--- config.mk ---
export PLATFORM = sky130hd
export DESIGN_NAME = eeprom_burst_seq
export DESIGN_NICKNAME = d
export VERILOG_FILES = /design/src/rtl/eeprom_burst_seq.sv
export SDC_FILE = /design/constraint.sdc
export NUM_CORES = 1
export LEC_CHECK = 0
export ABC_AREA = 1
export BUFFER_PORTS_ARGS = -buffer_cell sky130_fd_sc_hd__clkbuf_2
export CAP_MARGIN = 15
export CORE_ASPECT_RATIO = 1.25
export CORE_MARGIN = 2
export CORE_UTILIZATION = 47
export CTS_CLUSTER_SIZE = 10
export DETAILED_ROUTE_END_ITERATION = 8
export MAX_ROUTING_LAYER = met4
export PLACE_DENSITY = 0.69
export SLEW_MARGIN = 25
export SYNTH_ARGS = -nofsm -noshare
export SYNTH_HDL_FRONTEND = slang
export SYNTH_SLANG_ARGS = --single-unit
--- constraint.sdc ---
create_clock -name clk -period 2.89 [get_ports clk]
set_clock_uncertainty 0.1 [all_clocks]
set_input_delay 0.4335 -clock clk [delete_from_list [all_inputs] [get_ports clk]]
set_output_delay 0.4335 -clock clk [all_outputs]
set_load 0.01 [all_outputs]
--- src/rtl/eeprom_burst_seq.sv ---
// Burst sequencer in front of iic_ctrl: one single-byte I2C transaction per address,
// done-driven handshake, EEPROM write-cycle wait and a per-byte watchdog.
module eeprom_burst_seq #(
  parameter int unsigned TWR_CNT     = 250_000,
  parameter int unsigned TIMEOUT_CNT = 2_500_000
) (
  input  logic        clk,
  input  logic        rst,
  input  logic        wr_start,
  input  logic        rd_start,
  input  logic [15:0] base_addr,
  input  logic [7:0]  wr_data0,
  input  logic [4:0]  burst_len,
  output logic        iic_wr_en,
  output logic        iic_rd_en,
  output logic [15:0] iic_addr,
  output logic [7:0]  iic_data,
  input  logic        iic_done,
  input  logic [7:0]  iic_rd_data,
  output logic        rd_valid,
  output logic [7:0]  rd_byte,
  output logic        busy,
  output logic        burst_done,
  output logic        timeout_err
);

  localparam int unsigned CMAX = (TIMEOUT_CNT > TWR_CNT) ? TIMEOUT_CNT : TWR_CNT;
  localparam int unsigned CW   = (CMAX > 1) ? $clog2(CMAX) : 1;
  localparam logic [CW-1:0] TO_LAST  = CW'(TIMEOUT_CNT - 1);
  localparam logic [CW-1:0] TWR_LAST = CW'(TWR_CNT - 1);

  typedef enum logic [2:0] {IDLE, ISSUE, WAIT_DONE, WAIT_TWR, NEXT} state_t;

  state_t        state_q, state_d;
  logic          mode_q, mode_d;   // 1 = write burst
  logic [4:0]    len_q, len_d;
  logic [3:0]    idx_q, idx_d;
  logic [CW-1:0] cnt_q, cnt_d;
  logic [15:0]   addr_q, addr_d;
  logic [7:0]    data_q, data_d;
  logic [7:0]    rd_byte_q, rd_byte_d;
  logic          wr_en_q, wr_en_d;
  logic          rd_en_q, rd_en_d;
  logic          rd_valid_q, rd_valid_d;
  logic          busy_q, busy_d;
  logic          done_q, done_d;
  logic          tmo_q, tmo_d;

  logic len_ok;
  logic last_byte;

  assign len_ok    = (burst_len != '0) && (burst_len <= 5'd16);
  assign last_byte = ({1'b0, idx_q} == (len_q - 5'd1));

  always_comb begin
    state_d    = state_q;
    mode_d     = mode_q;
    len_d      = len_q;
    idx_d      = idx_q;
    cnt_d      = cnt_q;
    addr_d     = addr_q;
    data_d     = data_q;
    rd_byte_d  = rd_byte_q;
    wr_en_d    = 1'b0;
    rd_en_d    = 1'b0;
    rd_valid_d = 1'b0;
    done_d     = 1'b0;
    tmo_d      = 1'b0;

    case (state_q)
      IDLE: begin
        if ((wr_start || rd_start) && len_ok) begin
          mode_d  = wr_start;
          addr_d  = base_addr;
          data_d  = wr_data0;
          len_d   = burst_len;
          idx_d   = '0;
          wr_en_d = wr_start;
          rd_en_d = !wr_start;
          state_d = ISSUE;
        end
      end
      ISSUE: begin
        cnt_d   = '0;
        state_d = WAIT_DONE;
      end
      WAIT_DONE: begin
        // Done in the final count cycle takes priority over the watchdog.
        if (iic_done) begin
          cnt_d = '0;
          if (mode_q) begin
            state_d = WAIT_TWR;
          end else begin
            rd_byte_d  = iic_rd_data;
            rd_valid_d = 1'b1;
            state_d    = NEXT;
          end
        end else if (cnt_q == TO_LAST) begin
          tmo_d   = 1'b1;
          state_d = IDLE;
        end else begin
          cnt_d = cnt_q + CW'(1);
        end
      end
      WAIT_TWR: begin
        if (cnt_q == TWR_LAST) state_d = NEXT;
        else                   cnt_d   = cnt_q + CW'(1);
      end
      NEXT: begin
        if (last_byte) begin
          done_d  = 1'b1;
          state_d = IDLE;
        end else begin
          addr_d  = addr_q + 16'd1;
          data_d  = data_q + 8'd1;
          idx_d   = idx_q + 4'd1;
          wr_en_d = mode_q;
          rd_en_d = !mode_q;
          state_d = ISSUE;
        end
      end
      default: state_d = IDLE;
    endcase

    busy_d = (state_d != IDLE);
  end

  always_ff @(posedge clk or posedge rst) begin
    if (rst) begin
      state_q    <= IDLE;
      mode_q     <= 1'b0;
      len_q      <= '0;
      idx_q      <= '0;
      cnt_q      <= '0;
      addr_q     <= '0;
      data_q     <= '0;
      rd_byte_q  <= '0;
      wr_en_q    <= 1'b0;
      rd_en_q    <= 1'b0;
      rd_valid_q <= 1'b0;
      busy_q     <= 1'b0;
      done_q     <= 1'b0;
      tmo_q      <= 1'b0;
    end else begin
      state_q    <= state_d;
      mode_q     <= mode_d;
      len_q      <= len_d;
      idx_q      <= idx_d;
      cnt_q      <= cnt_d;
      addr_q     <= addr_d;
      data_q     <= data_d;
      rd_byte_q  <= rd_byte_d;
      wr_en_q    <= wr_en_d;
      rd_en_q    <= rd_en_d;
      rd_valid_q <= rd_valid_d;
      busy_q     <= busy_d;
      done_q     <= done_d;
      tmo_q      <= tmo_d;
    end
  end

  assign iic_wr_en   = wr_en_q;
  assign iic_rd_en   = rd_en_q;
  assign iic_addr    = addr_q;
  assign iic_data    = data_q;
  assign rd_valid    = rd_valid_q;
  assign rd_byte     = rd_byte_q;
  assign busy        = busy_q;
  assign burst_done  = done_q;
  assign timeout_err = tmo_q;

endmodule

==> impl_results.html <==
<table>
<tr><th>Metric</th><th>Value</th></tr>
<tr><th colspan="2">Layout</th></tr>
<tr><td>Design area</td><td>0.00553 mm2</td></tr>
<tr><td>Final Util</td><td>56.9%</td></tr>
<tr><td>Share of post-route cells with drive strength above 1</td><td>20.2%</td></tr>
<tr><td>Relative area change from synthesis to final layout</td><td>17.0%</td></tr>
<tr><td>FILL cells</td><td>950</td></tr>
<tr><td>Number of nets in the final layout</td><td>803</td></tr>
<tr><td>Diode count</td><td>0</td></tr>
<tr><th colspan="2">Pwr</th></tr>
<tr><td>Reported leakage power</td><td>2.86 nW</td></tr>
<tr><td>Total power divided by cell area</td><td>834 mW/mm2</td></tr>
<tr><td>Peak VDD IR</td><td>0.607 mV</td></tr>
<tr><th colspan="2">Place</th></tr>
<tr><td>Total half-perimeter wirelength after legalization and detailed placement</td><td>8750 um</td></tr>
<tr><td>Gpl congestion</td><td>0.958</td></tr>
<tr><td>Buffers on Ports</td><td>79</td></tr>
<tr><td>Instance area at placement</td><td>0.00521 mm2</td></tr>
<tr><th colspan="2">CTS</th></tr>
<tr><td>Total number of H-tree levels</td><td>3</td></tr>
<tr><td>Clock sink total</td><td>73</td></tr>
<tr><td>Clk_lat worst skew</td><td>0.33 ns</td></tr>
<tr><td>Number of buffers inserted by post-CTS setup repair</td><td>0</td></tr>
<tr><td>Clk pin slew, worst setup/hold paths</td><td>0.06 ns</td></tr>
<tr><td>CTS tree</td><td>done</td></tr>
<tr><td>Root buffer cell</td><td>clkbuf_16</td></tr>
<tr><td>Number of clock buffers inserted by TritonCTS</td><td>9</td></tr>
<tr><td>Hold buffers post-CTS</td><td>0</td></tr>
<tr><td>Maximum buffer depth of the clock tree</td><td>2</td></tr>
<tr><td>Cells resized by post-CTS repair</td><td>0</td></tr>
<tr><th colspan="2">Yosys</th></tr>
<tr><td>Area share of the largest cell type after synthesis</td><td>38.7%</td></tr>
<tr><td>Area of the mapped netlist</td><td>0.00472 mm2</td></tr>
<tr><td>Number of synthesized register bits</td><td>73</td></tr>
<tr><td>Synth cell types</td><td>37</td></tr>
<tr><td>Net count after synthesis</td><td>725</td></tr>
<tr><td>Most frequent cells after synthesis</td><td>256 x nand2_1, 73 x dfrtp_1, 68 x nand3_1</td></tr>
<tr><td>Sequential fraction of the synthesis area</td><td>38.7%</td></tr>
<tr><td>Post-synthesis cell type with the largest combined area</td><td>dfrtp_1</td></tr>
<tr><td>Most common cell in the synthesized netlist</td><td>nand2_1</td></tr>
<tr><td>Post-synth EDFFs</td><td>0</td></tr>
<tr><td>Cell count after synthesis</td><td>678</td></tr>
<tr><td>Ys async rst share</td><td>100%</td></tr>
<tr><td>Avg Inst Size Synth</td><td>6.97 um2</td></tr>
<tr><td>Number of warning messages in the yosys log</td><td>0</td></tr>
<tr><td>Area contributors post-synth</td><td>dfrtp_1 39%, nand2_1 20%, nand3_1 7.2%</td></tr>
<tr><td>Top_reg_cell synth</td><td>dfrtp_1</td></tr>
<tr><th colspan="2">Run status</th></tr>
<tr><td>Outcome</td><td>finished clean</td></tr>
<tr><th colspan="2">GRT</th></tr>
<tr><td>Vias in the first global route</td><td>4573</td></tr>
<tr><td>Global Route Usage Sum</td><td>23.8%</td></tr>
<tr><td>Residual overflow from global routing</td><td>0</td></tr>
<tr><td>Number of antenna violations at the first check in global routing</td><td>0</td></tr>
<tr><td>Wire length of the first global-routing pass</td><td>20400 um</td></tr>
<tr><td>Pin count of the biggest net entering global routing</td><td>44</td></tr>
<tr><th colspan="2">STA</th></tr>
<tr><td>Count of final setup violators</td><td>0</td></tr>
<tr><td>Setup_tns</td><td>0 ns</td></tr>
<tr><td>Minimum clock period after layout</td><td>2.27 ns</td></tr>
<tr><td>Final hold violation count</td><td>0</td></tr>
<tr><td>Hold slack</td><td>0.108 ns</td></tr>
<tr><td>Max-Slew Margin vs Limit</td><td>51.5%</td></tr>
<tr><td>Max Slew Vio Count</td><td>0</td></tr>
<tr><td>Highest Clock Rate</td><td>0.441 GHz</td></tr>
<tr><td>Transition time at the pin with the least slew margin</td><td>0.726 ns</td></tr>
<tr><td>RSZ-0062 raised after global routing</td><td>no</td></tr>
<tr><td>Tcrit/Tclk final</td><td>78.5%</td></tr>
<tr><th colspan="2">Worst setup path</th></tr>
<tr><td>Maximum single-stage delay on the critical path</td><td>0.64 ns</td></tr>
<tr><td>CP dominant cell by count</td><td>nand2_1</td></tr>
<tr><td>Worst setup startpoint</td><td>state_q[0]</td></tr>
<tr><td>Worst Path Max Fanout</td><td>30</td></tr>
<tr><td>Kind of critical path</td><td>register to register</td></tr>
<tr><td>Reg2reg start</td><td>state_q[0]</td></tr>
<tr><td>Worst-case register-to-register setup slack</td><td>0.62 ns</td></tr>
<tr><td>WP data arrival</td><td>2.44 ns</td></tr>
<tr><td>Cell at the slowest stage of the critical path</td><td>dfrtp_1</td></tr>
<tr><td>Worst Setup End Kind</td><td>register</td></tr>
<tr><td>Nature of the critical path startpoint</td><td>register</td></tr>
<tr><td>Crit path to</td><td>cnt_q[18]</td></tr>
<tr><td>Gate family responsible for the most delay along the worst path</td><td>simple AND/OR/NAND/NOR gates</td></tr>
<tr><td>Terminus of the critical flop-to-flop path</td><td>cnt_q[18]</td></tr>
<tr><td>Number of gates on the worst path with buffers counted</td><td>8</td></tr>
<tr><td>Cell Chain, Critical Path</td><td>inv_1, nand2_2, nor2_1, nand4_1, nand3_2, inv_4, nand2_1, nand2_1</td></tr>
<tr><td>CP bufs+invs</td><td>2</td></tr>
<tr><td>Cell depth of the worst flop-to-flop path</td><td>8</td></tr>
<tr><td>Required time of the critical path</td><td>3.06 ns</td></tr>
<tr><th colspan="2">Floorplanning</th></tr>
<tr><td>Width of the die</td><td>93.7 um</td></tr>
<tr><td>Starting density of the core</td><td>48.7%</td></tr>
<tr><td>Die area</td><td>0.0109 mm2</td></tr>
<tr><td>Floorplan die height</td><td>116 um</td></tr>
<tr><td>Number of top-level design ports</td><td>80</td></tr>
<tr><td># rows</td><td>40</td></tr>
<tr><td>Core region area</td><td>0.00971 mm2</td></tr>
<tr><th colspan="2">Drt</th></tr>
<tr><td>Drt initial violations</td><td>171</td></tr>
<tr><td>Total length of routed wires</td><td>11700 um</td></tr>
<tr><td>Via total after detailed routing</td><td>4652</td></tr>
<tr><td>Post-DRT Antenna Nets</td><td>0</td></tr>
<tr><td>DR vias/cell</td><td>5.24</td></tr>
<tr><td>Post-detailed-route wirelength per cell</td><td>13.2 um</td></tr>
<tr><td>Detailed Routing Iterations Pass 1</td><td>5</td></tr>
<tr><td>DRC Markers</td><td>0</td></tr>
<tr><th colspan="2">Worst hold path</th></tr>
<tr><td>Min-delay worst type</td><td>primary input to asynchronous set/reset pin</td></tr>
<tr><th colspan="2">Run</th></tr>
<tr><td>Max-cap viol count</td><td>0</td></tr>
</table>
[cells by family (layout without fill, tap and decap cells)]
kind of cell               count (synthesis)  in the layout  share of synthesized area (%)
xor gates and xnor gates                  10             10                           1.85
buffers and inverters                     86            169                           8.37
AOI/OAI and AO/OA                         67             67                           9.40
and+or+nand+nor                          437            437                           40.4
adders and majority gates                  5              5                           1.32
DFF                                       73             73                           38.7
[cell usage in the layout (no fill, tap or decap), drive strengths merged, types with 2 or more instances in the layout]
master,Yosys,routed
a21o,2,2
a21oi,2,2
a31oi,2,2
and2,2,2
buf,13,7
bufinv,0,2
clkbuf,6,91
dfrtp,73,73
ha,5,5
inv,67,67
nand2,265,265
nand3,71,71
nand3b,4,4
nand4,24,24
nor2,56,56
nor3,6,6
o2111ai,10,10
o21ai,49,49
or2,9,9
xnor2,2,2
xor2,8,8
[worst min-delay path by stage]
| stage | to | slack [ns] | start | depth (start not counted) |
|---|---|---|---|---|
| finish | state_q[0] | 0.11 | rst | 2 |
| CTS | state_q[0] | 0.13 | rst | 2 |
| global placement | rd_byte[6] | 0.36 | rd_byte[6] | 2 |
| floorplan | len_q[1] | 0.35 | len_q[1] | 2 |
| global route | state_q[0] | 0.17 | rst | 2 |
| detailed placement | rd_byte[4] | 0.37 | rd_byte[4] | 2 |
[final cells by class]
class / instances / area [um2] / share of cell area, %
tap: 126 / 158 / 2.85
clock buffer: 12 / 246 / 4.46
timing repair buffer: 86 / 460 / 8.33
sequential: 73 / 1830 / 33.0
multi-input combinational: 519 / 2500 / 45.3
clock inverter: 4 / 76.3 / 1.38
inverter: 67 / 259 / 4.68
[routing by layer]
| metal | part of all wire [%] | global-route usage (%) | up-vias |
|---|---|---|---|
| li1 | - | - | 2356 |
| met1 | 42 | 27.9 | 2140 |
| met2 | 50 | 40.9 | 133 |
| met3 | 5.0 | 4.19 | 23 |
| met4 | 2.4 | 9.28 | 0 |
| met5 | 0 | - | - |
[power breakdown]
part	switching, mW	leakage (nW)	total [mW]	internal (mW)
sequential	0.350	0.953	1.67	1.32
combinational	1.13	1.75	1.74	0.605
clock	0.417	0.153	1.20	0.781
[state kept, by name, summed over array words and instances (netlist names), 3 cells and up]
name      flops
idx_q         4
iic_addr     16
cnt_q        22
iic_data      8
rd_byte       8
state_q       3
len_q         5
[metrics by stage]
step                instances  worst slack (ns)  total power, mW
finish                    887             0.622             4.61
global route              887             0.344             4.99
CTS                       887             0.612             4.66
detailed placement        871             0.638             3.43
global placement          871             0.738             3.38
floorplan                 678             0.503             2.95
Power figures use the tool's default switching activity.
